$ cat src/rtl/mips_regfile_sched.sv
// mips_regfile_sched: shares a one-operation-per-cycle MIPS register file
// between decode-stage reads and buffered writeback-stage writes. Reads are
// ordered against buffered writes and register 0 always reads as zero.
module mips_regfile_sched #(
  parameter int WBUF_DEPTH     = 2,
  parameter int WRITE_WAIT_MAX = 4
) (
  input  logic        clk,
  input  logic        rst_n,
  input  logic        wr_valid,
  output logic        wr_ready,
  input  logic [4:0]  wr_reg,
  input  logic [31:0] wr_data,
  input  logic        rd_valid,
  output logic        rd_ready,
  input  logic [4:0]  rd_reg_1,
  input  logic [4:0]  rd_reg_2,
  output logic        rsp_valid,
  input  logic        rsp_ready,
  output logic [31:0] rsp_data_1,
  output logic [31:0] rsp_data_2,
  output logic        rf_signal_reg_write,
  output logic [4:0]  rf_write_reg,
  output logic [31:0] rf_write_data,
  output logic [4:0]  rf_read_reg_1,
  output logic [4:0]  rf_read_reg_2,
  input  logic [31:0] rf_read_data_1,
  input  logic [31:0] rf_read_data_2
);
  localparam int PW = (WBUF_DEPTH > 1) ? $clog2(WBUF_DEPTH) : 1;
  localparam int CW = $clog2(WRITE_WAIT_MAX + 1);
  localparam logic [CW-1:0] WAIT_MAX = CW'(WRITE_WAIT_MAX);

  typedef enum logic [1:0] {
    R_IDLE   = 2'd0,
    R_ISSUED = 2'd1,
    R_HOLD   = 2'd2
  } rstate_e;

  logic [4:0]            buf_reg_q  [WBUF_DEPTH];
  logic [31:0]           buf_data_q [WBUF_DEPTH];
  logic [WBUF_DEPTH-1:0] vld_q, vld_d;
  logic [PW-1:0]         head_q, head_d, tail_q, tail_d;
  logic [CW-1:0]         wait_q, wait_d;
  rstate_e               state_q, state_d;
  logic [4:0]            idx1_q, idx1_d, idx2_q, idx2_d;
  logic [31:0]           rsp1_q, rsp1_d, rsp2_q, rsp2_d;

  logic full, empty, hazard, read_ok, read_grant, write_grant, push;

  // Arbitration: the pending read wins unless it is hazarded, the buffer is
  // full, or the buffered head has already been bypassed too long.
  always_comb begin
    full   = &vld_q;
    empty  = ~|vld_q;
    hazard = 1'b0;
    for (int i = 0; i < WBUF_DEPTH; i++) begin
      if (vld_q[i] && (buf_reg_q[i] != 5'd0) &&
          (((rd_reg_1 != 5'd0) && (buf_reg_q[i] == rd_reg_1)) ||
           ((rd_reg_2 != 5'd0) && (buf_reg_q[i] == rd_reg_2))))
        hazard = 1'b1;
    end
    read_ok     = rd_valid && !hazard &&
                  ((state_q == R_IDLE) || ((state_q == R_HOLD) && rsp_ready));
    read_grant  = read_ok && !full && (wait_q < WAIT_MAX);
    write_grant = !empty && !read_grant;
    rd_ready    = read_grant;
    wr_ready    = !full || write_grant;
    push        = wr_valid && wr_ready && (wr_reg != 5'd0);
  end

  // Next-state for the write buffer, bypass counter, read FSM and captures.
  always_comb begin
    vld_d   = vld_q;
    head_d  = head_q;
    tail_d  = tail_q;
    wait_d  = wait_q;
    state_d = state_q;
    idx1_d  = idx1_q;
    idx2_d  = idx2_q;
    rsp1_d  = rsp1_q;
    rsp2_d  = rsp2_q;
    // Pop is applied before push so a full buffer can pop and push at once.
    if (write_grant) begin
      vld_d[head_q] = 1'b0;
      head_d        = head_q + PW'(1);
    end
    if (push) begin
      vld_d[tail_q] = 1'b1;
      tail_d        = tail_q + PW'(1);
    end
    if (empty || write_grant)  wait_d = '0;
    else if (wait_q < WAIT_MAX) wait_d = wait_q + CW'(1);
    if (read_grant) begin
      idx1_d = rd_reg_1;
      idx2_d = rd_reg_2;
    end
    unique case (state_q)
      R_IDLE:   if (read_grant) state_d = R_ISSUED;
      R_ISSUED: begin
        state_d = R_HOLD;
        rsp1_d  = (idx1_q == 5'd0) ? 32'd0 : rf_read_data_1;
        rsp2_d  = (idx2_q == 5'd0) ? 32'd0 : rf_read_data_2;
      end
      R_HOLD:   if (rsp_ready) state_d = read_grant ? R_ISSUED : R_IDLE;
      default:  state_d = R_IDLE;
    endcase
  end

  // Register-file port drive; read addresses hold the last issued indices.
  always_comb begin
    rf_signal_reg_write = write_grant;
    rf_write_reg        = write_grant ? buf_reg_q[head_q]  : 5'd0;
    rf_write_data       = write_grant ? buf_data_q[head_q] : 32'd0;
    rf_read_reg_1       = read_grant ? rd_reg_1 : idx1_q;
    rf_read_reg_2       = read_grant ? rd_reg_2 : idx2_q;
    rsp_valid           = (state_q == R_HOLD);
    rsp_data_1          = rsp1_q;
    rsp_data_2          = rsp2_q;
  end

  // Control and response state, cleared by reset.
  always_ff @(posedge clk or negedge rst_n) begin
    if (!rst_n) begin
      vld_q   <= '0;
      head_q  <= '0;
      tail_q  <= '0;
      wait_q  <= '0;
      state_q <= R_IDLE;
      idx1_q  <= 5'd0;
      idx2_q  <= 5'd0;
      rsp1_q  <= 32'd0;
      rsp2_q  <= 32'd0;
    end else begin
      vld_q   <= vld_d;
      head_q  <= head_d;
      tail_q  <= tail_d;
      wait_q  <= wait_d;
      state_q <= state_d;
      idx1_q  <= idx1_d;
      idx2_q  <= idx2_d;
      rsp1_q  <= rsp1_d;
      rsp2_q  <= rsp2_d;
    end
  end

  // Write-buffer storage; entries are qualified by vld_q so need no reset.
  always_ff @(posedge clk) begin
    if (push) begin
      buf_reg_q[tail_q]  <= wr_reg;
      buf_data_q[tail_q] <= wr_data;
    end
  end
endmodule
$ cat config.mk
export PLATFORM = sky130hd
export DESIGN_NAME = mips_regfile_sched
export DESIGN_NICKNAME = d
export VERILOG_FILES = /design/src/rtl/mips_regfile_sched.sv
export SDC_FILE = /design/constraint.sdc
export NUM_CORES = 1
export LEC_CHECK = 0
export ABC_AREA = 1
export CORE_MARGIN = 4
export CORE_UTILIZATION = 50
export DETAILED_ROUTE_END_ITERATION = 16
export DONT_BUFFER_PORTS = 1
export PLACE_DENSITY = 0.74
export SYNTH_ARGS = -nofsm -noshare
export SYNTH_HDL_FRONTEND = slang
export SYNTH_SLANG_ARGS = --single-unit
export TNS_END_PERCENT = 5
$ cat constraint.sdc
create_clock -name clk -period 3.62 [get_ports clk]
set_clock_uncertainty 0.1 [all_clocks]
set_input_delay 0.724 -clock clk [delete_from_list [all_inputs] [get_ports clk]]
set_output_delay 0.724 -clock clk [all_outputs]
set_load 0.02 [all_outputs]
==> run_results.csv, run 1 <==
group,metric,value,unit
sta,report.final.slew_viol_count,0,
place,dp_slack,440,ps
final_layout,fin_area,7310,um2
yosys,synth_cell_types,27,
sta,relSlewSlack,18.3,%
sta,hold_violations,0,
yosys,mappedNetlistNets,764,
clocking,clock_latency,410,ps
pwr,net-switching-power,3.01,mW
sta,max_freq,301,MHz
floorplan,dieArea,14800,um2
sta,finalSetupViolCount,0,
pwr,seq_power_share,44.3,%
run_status,status,"finished clean",
sta,tightest_slew,1220,ps
clocking,path_clk_slew,60,ps
yosys,syn_area,6480,um2
floorplan,io_pins,231,
place,dp_hpwl,10.3,mm
pwr,swShare,42.5,%
yosys,syn_area_per_cell,10.0,um2
pwr,pwr-share-comb,29.6,%
route,drcViolationCount,0,
worst_setup_path,worst_setup_path_end_kind,"primary output",
final_layout,final_nets,763,
worst_setup_path,cp-start-kind,"register",
floorplan,rows,41,
global_route,grt_pass1_vias,4460,
floorplan,initial_core_util,51.2,%
route,viasPerCell,5.41,
pwr,p_clk_share,26.1,%
worst_setup_path,worstReg2RegEnd,"idx2_q[1]",
route,routed-via-count,4499,
final_layout,n_antenna_cell,0,
sta,period_needed,3320,ps
place,numPortBuffers,0,
worst_setup_path,worstPathArrival,2500,ps
final_layout,drive_gt1_share,9.86,%
pwr,internal_power,4.07,mW
place,place_congestion,0.919,
yosys,ys_seq_area_share,66.3,%
route,wl_per_cell,17.6,um
sta,setup_tns,0,ps
yosys,netlist_instances,647,
clocking,cts_resized,0,
worst_setup_path,reg2reg_depth,13,
pwr,powerDensity,968,nW/um2
clocking,htreeDepth,4,
clocking,cts_made_buffers,17,
floorplan,coreArea,12700,um2
worst_setup_path,r2r_start,"buf_reg_q[0][4]",
floorplan,die_h,122,um
worst_setup_path,r2r_setup_slack,1540,ps
route,dr.pass1.iters,5,
sta,worst_slack,300,ps
min_path,hold_path.class,"in -> async",
sta,rsz0062_at_grt,"no",
worst_setup_path,critPathMaxFanout,39,
yosys,yosysWarnings,0,
pwr,totalPowerFinal,7.08,mW
sta,min_period_over_period,91.7,%
clocking,clockRootBuffer,"clkbuf_16",
global_route,overflow,0,
global_route,grt.total_usage,19.5,%
pwr,power.leakage,3.30,nW
final_layout,syn2layout_area_growth,12.9,%
global_route,grt_pass1_wl,22.2,mm
pwr,vdd_drop_max,0.000509,V
route,drt_wl_total,14.6,mm
floorplan,die_width,122,um
run,max_cap_violations,0,
global_route,antenna_found_initial,0,
worst_setup_path,cp.required,2800,ps
clocking,cts_buffer_depth,2,
clocking,cts_num_sinks,157,
worst_setup_path,crit_type,"reg -> out",
place,dpl-instance-area,6670,um2
route,first_iter_violations,250,
global_route,grt_max_degree,84,
route,antenna_left,0,
clocking,cts_tree,"yes",
yosys,ys_ff_latch,157,
[cell families after synthesis]
logic type | share of synthesized area (%)
and+or+nand+nor | 23.0
DFF | 66.3
buffers and inverters | 4.05
AOI/OAI and AO/OA | 4.38
xor gates and xnor gates | 2.03
adders and majority gates | 0.193
other | 0.0579
[Yosys cell counts (all sizes together)]
library cell / number / area (um2)
nand2: 252 / 956
clkbuf: 28 / 105
xnor2: 7 / 61.3
o41ai: 1 / 8.76
ha: 1 / 12.5
clkinv: 2 / 7.51
o31ai: 1 / 7.51
nor2: 31 / 116
o21ai: 10 / 50.1
nor3: 2 / 10.0
dfrtp: 83 / 2080
a21oi: 36 / 218
buf: 6 / 45.0
nand3: 74 / 393
inv: 28 / 105
conb: 1 / 3.75
or2: 2 / 12.5
edfxtp: 74 / 2220
xor2: 8 / 70.1
[worst max-delay path, cell delays in order, from the launching register on]
cell and delay, ps:
edfxtp_1 460, inv_2 110, nand2_1 70, nand2_1 60, nand3_1 60, nor2_1 90
nand2_1 60, nand2_1 70, nand2_2 60, nand3_4 190, nand2_4 300, a21oi_1 530
[registers in the layout, summed over array words and instances, names as in the netlist]
signal      count
head_q          1
buf_data_q     64
idx2_q          5
wait_q          3
idx1_q          5
rsp_data_1     32
buf_reg_q      10
tail_q          1
state_q         2
rsp_data_2     32
vld_q           2
[metal layers]
layer | track usage [%] | share of wire, % | vias up
li1 | - | - | 2103
met1 | 21.9 | 37 | 2133
met2 | 32.6 | 49 | 239
met3 | 8.87 | 12 | 24
met4 | 7.35 | 1.7 | 0
met5 | 0 | 0 | -
[layout make-up]
type	count	area, um2
fillers	1056	5360
well taps	172	215
clock inverters	13	188
clock buffers	19	433
repair buffers	14	125
multi-input cells	426	1940
inverters	30	113
flip-flops and latches	157	4300
[placed cells by master, fill, tap and decap left out, drive strengths merged, types with 2 or more instances in the layout]
cell      count
nand2       252
dfrtp        83
edfxtp       74
nand3        74
a21oi        36
nor2         31
inv          30
clkbuf       19
buf          14
o21ai        10
xor2          8
xnor2         7
clkinv        6
bufinv        4
clkinvlp      3
or2           2
nor3          2
[worst max-delay path by stage]
stage	to	depth (start not counted)	slack (ps)	start
after floorplan	buf_data_q[0][0]	3	580	wr_reg[3]
after global placement	rf_write_reg[1]	11	520	rd_reg_1[4]
after detailed placement	rf_write_reg[1]	11	440	rd_reg_1[4]
after CTS	rf_write_reg[1]	11	260	buf_reg_q[0][4]
after global routing	rf_write_data[30]	11	20	buf_reg_q[0][4]
final	rf_write_reg[1]	11	300	buf_reg_q[0][4]
[power groups by stage]
stage	Combinational, mW	Sequential (mW)	Clock (mW)
floorplan	1.72	3.05	0
global placement	2.03	3.15	0
detailed placement	2.10	3.17	0
CTS	2.13	3.14	1.89
global route	2.34	3.19	1.97
finish	2.09	3.14	1.85
[what timing repair did]
| action | 4_1_cts | 5_1_grt |
|---|---|---|
| hold buffers | 1 | 0 |
| hold endpoints to repair | 83 | 0 |
| buffers inserted | 0 | 0 |
[metrics by stage]
step                cells  utilization [%]  hold WS [ps]
floorplan             647                -           310
global placement      798             52.6           321
detailed placement    798             52.6           331
CTS                   831             57.7           103
global route          831             57.7           121
finish                831             57.7           104
Power figures use the tool's default switching activity.
==> inputs of run 2 (changes only) <==
Settings changed: CORE_UTILIZATION 50 to 45, DONT_BUFFER_PORTS 1 to not set, PLACE_DENSITY 0.74 to 0.89, SKIP_LAST_GASP set to 1.
==> run_results.csv, run 2 (synthesis results as in run 1) <==
group,metric,value,unit
worst_setup_path,critPathMaxStageDelay,630,ps
final_layout,multi_input_area,1940,um2
route,wl_per_cell,16.1,um
pwr,power.leakage,4.24,nW
global_route,grt_pass1_vias,5436,
sta,hold_ws,340,ps
worst_setup_path,worst_setup_path_end_kind,"primary output",
place,numPortBuffers,229,
worst_setup_path,cp.required,2800,ps
final_layout,final_nets,996,
clocking,postCtsSetupBuffers,0,
sta,min_period_over_period,105,%
floorplan,initial_core_util,46.3,%
global_route,overflow,0,
worst_setup_path,path_cells,"clkdlybuf4s50_1 -> xnor2_1 -> nand2_1 -> nor2_1 -> nand2_1 -> nand2_1 -> nand2_2 -> nand3_4 -> nand2_4 -> buf_12 -> a21oi_1 -> clkdlybuf4s50_1",
clocking,clockRootBuffer,"clkbuf_16",
floorplan,io_pins,231,
sta,relSlewSlack,28.1,%
global_route,use_met3,7.58,%
route,dr.pass1.iters,4,
route,antenna_left,0,
route,routed-via-count,5297,
clocking,clock_latency,410,ps
floorplan,coreArea,14000,um2
final_layout,n_antenna_cell,0,
sta,tightest_slew,1080,ps
global_route,grt_pass1_wl,27.4,mm
place,dp_slack,-331,ps
worst_setup_path,cp-start-kind,"primary input",
global_route,antenna_found_initial,0,
clocking,cts_buffer_depth,2,
sta,setup_tns,-5450,ps
floorplan,rows,43,
worst_setup_path,critPathSlowestCell,"clkdlybuf4s50_1",
worst_setup_path,critPathMaxFanout,21,
sta,finalSetupViolCount,36,
clocking,path_clk_slew,60,ps
sta,rsz0062_at_grt,"yes",
route,viasPerCell,4.94,
min_path,hold_path.class,"reg -> reg",
final_layout,layout_commonest_cell,"nand2_1",
worst_setup_path,worstPathArrival,2980,ps
global_route,grtUsageMet2,35.1,%
clocking,htreeDepth,4,
sta,worst_slack,-189,ps
floorplan,die_width,128,um
floorplan,dieArea,16400,um2
route,drt_wl_total,17.3,mm
clocking,cts_tree,"yes",
clocking,cts_made_buffers,17,
global_route,grt_max_degree,84,
sta,hold_violations,0,
route,drcViolationCount,0,
final_layout,num-fill-cells,1025,
place,dp_hpwl,12.2,mm
run_status,violations,"negative setup slack",
pwr,powerDensity,869,nW/um2
final_layout,regArea,4300,um2
sta,report.final.slew_viol_count,0,
global_route,grt.total_usage,21.3,%
global_route,use_met1,26.1,%
worst_setup_path,cpMostUsedCell,"nand2_1",
sta,period_needed,3810,ps
final_layout,largest_reg_flops,64,
sta,max_freq,263,MHz
floorplan,die_h,128,um
route,first_iter_violations,311,
run,max_cap_violations,0,
final_layout,syn2layout_area_growth,48.1,%
global_route,busiest_layer,"met2",
final_layout,drive_gt1_share,8.18,%
pwr,vdd_drop_max,0.000539,V
final_layout,top_register,"buf_data_q",
worst_setup_path,crit_type,"in -> out",
run_status,status,"complete, but fails checks",
clocking,cts_num_sinks,157,
place,place_congestion,0.864,
final_layout,layout_common_cells,"nand2_1 (250), clkdlybuf4s50_1 (214), dfrtp_1 (83), edfxtp_1 (74), nand3_1 (71)",
==> run 2: repair_timing <==
item                       4_1_cts  5_1_grt
gates cloned                     0        0
gates resized for setup         13        2
pin swaps                        0        0
setup endpoints to repair       49       49
hold buffers                     0        0
==> run 2: critical path, delay by kind of cell <==
kind	cells	cell delay, ps
buf+inv	3	1370
simple gates	7	610
xor+xnor	1	150
compound gates	1	130
==> run 2: area by class of cell <==
type | instances | area share [%]
clock buffer | 18 | 4.47
clock inverter | 14 | 1.43
inverter | 30 | 1.19
multi-input combinational | 426 | 20.2
sequential | 157 | 44.8
tap | 180 | 2.35
timing repair buffer | 247 | 25.5
==> run 2: metrics by stage <==
| stage | cell area [um2] | power, mW | util (%) | cells |
|---|---|---|---|---|
| finish | 9600 | 8.35 | 68.6 | 1072 |
| global route | 9600 | 8.87 | 68.6 | 1072 |
| CTS | 9590 | 8.42 | 68.6 | 1072 |
| detailed placement | 9040 | 6.76 | 64.6 | 1040 |
| global placement | 9040 | 6.67 | 64.6 | 1040 |
| floorplan | 6480 | 4.77 | - | 647 |
==> run 2: path summary, 6_finish.rpt <==
path | startpoint | end | slack, ps | cells past startpoint
hold reg to reg | wait_q[0] | wait_q[0] | 340 | 1
setup / recovery | rd_reg_1[0] | rf_write_data[17] | -190 | 12
setup reg to reg | buf_reg_q[0][1] | idx1_q[3] | 1670 | 12
max in group asynchronous | rst_n | rsp_data_2[15] | 2350 | 1
min in group asynchronous | rst_n | vld_q[1] | 380 | 1
hold / removal | wait_q[0] | wait_q[0] | 340 | 1
==> run 2: per-layer routing <==
metal	vias to the layer above	wire length [um]
met5	-	0
met4	0	340
met3	27	1690
met2	229	8190
met1	2473	7080
li1	2568	-
==> run 2: power breakdown <==
group | total, mW | internal, mW | switching [mW]
registers | 2.64 | 2.38 | 0.252
clock network | 1.70 | 0.959 | 0.736
logic | 4.01 | 1.70 | 2.31
total | 8.35 | 5.04 | 3.30
==> inputs of run 3 (changes only) <==
Settings changed: CTS_CLUSTER_DIAMETER set to 40.
==> results of run 3 <==
No change in the layout: final DEF, timing and power equal those of run 2.
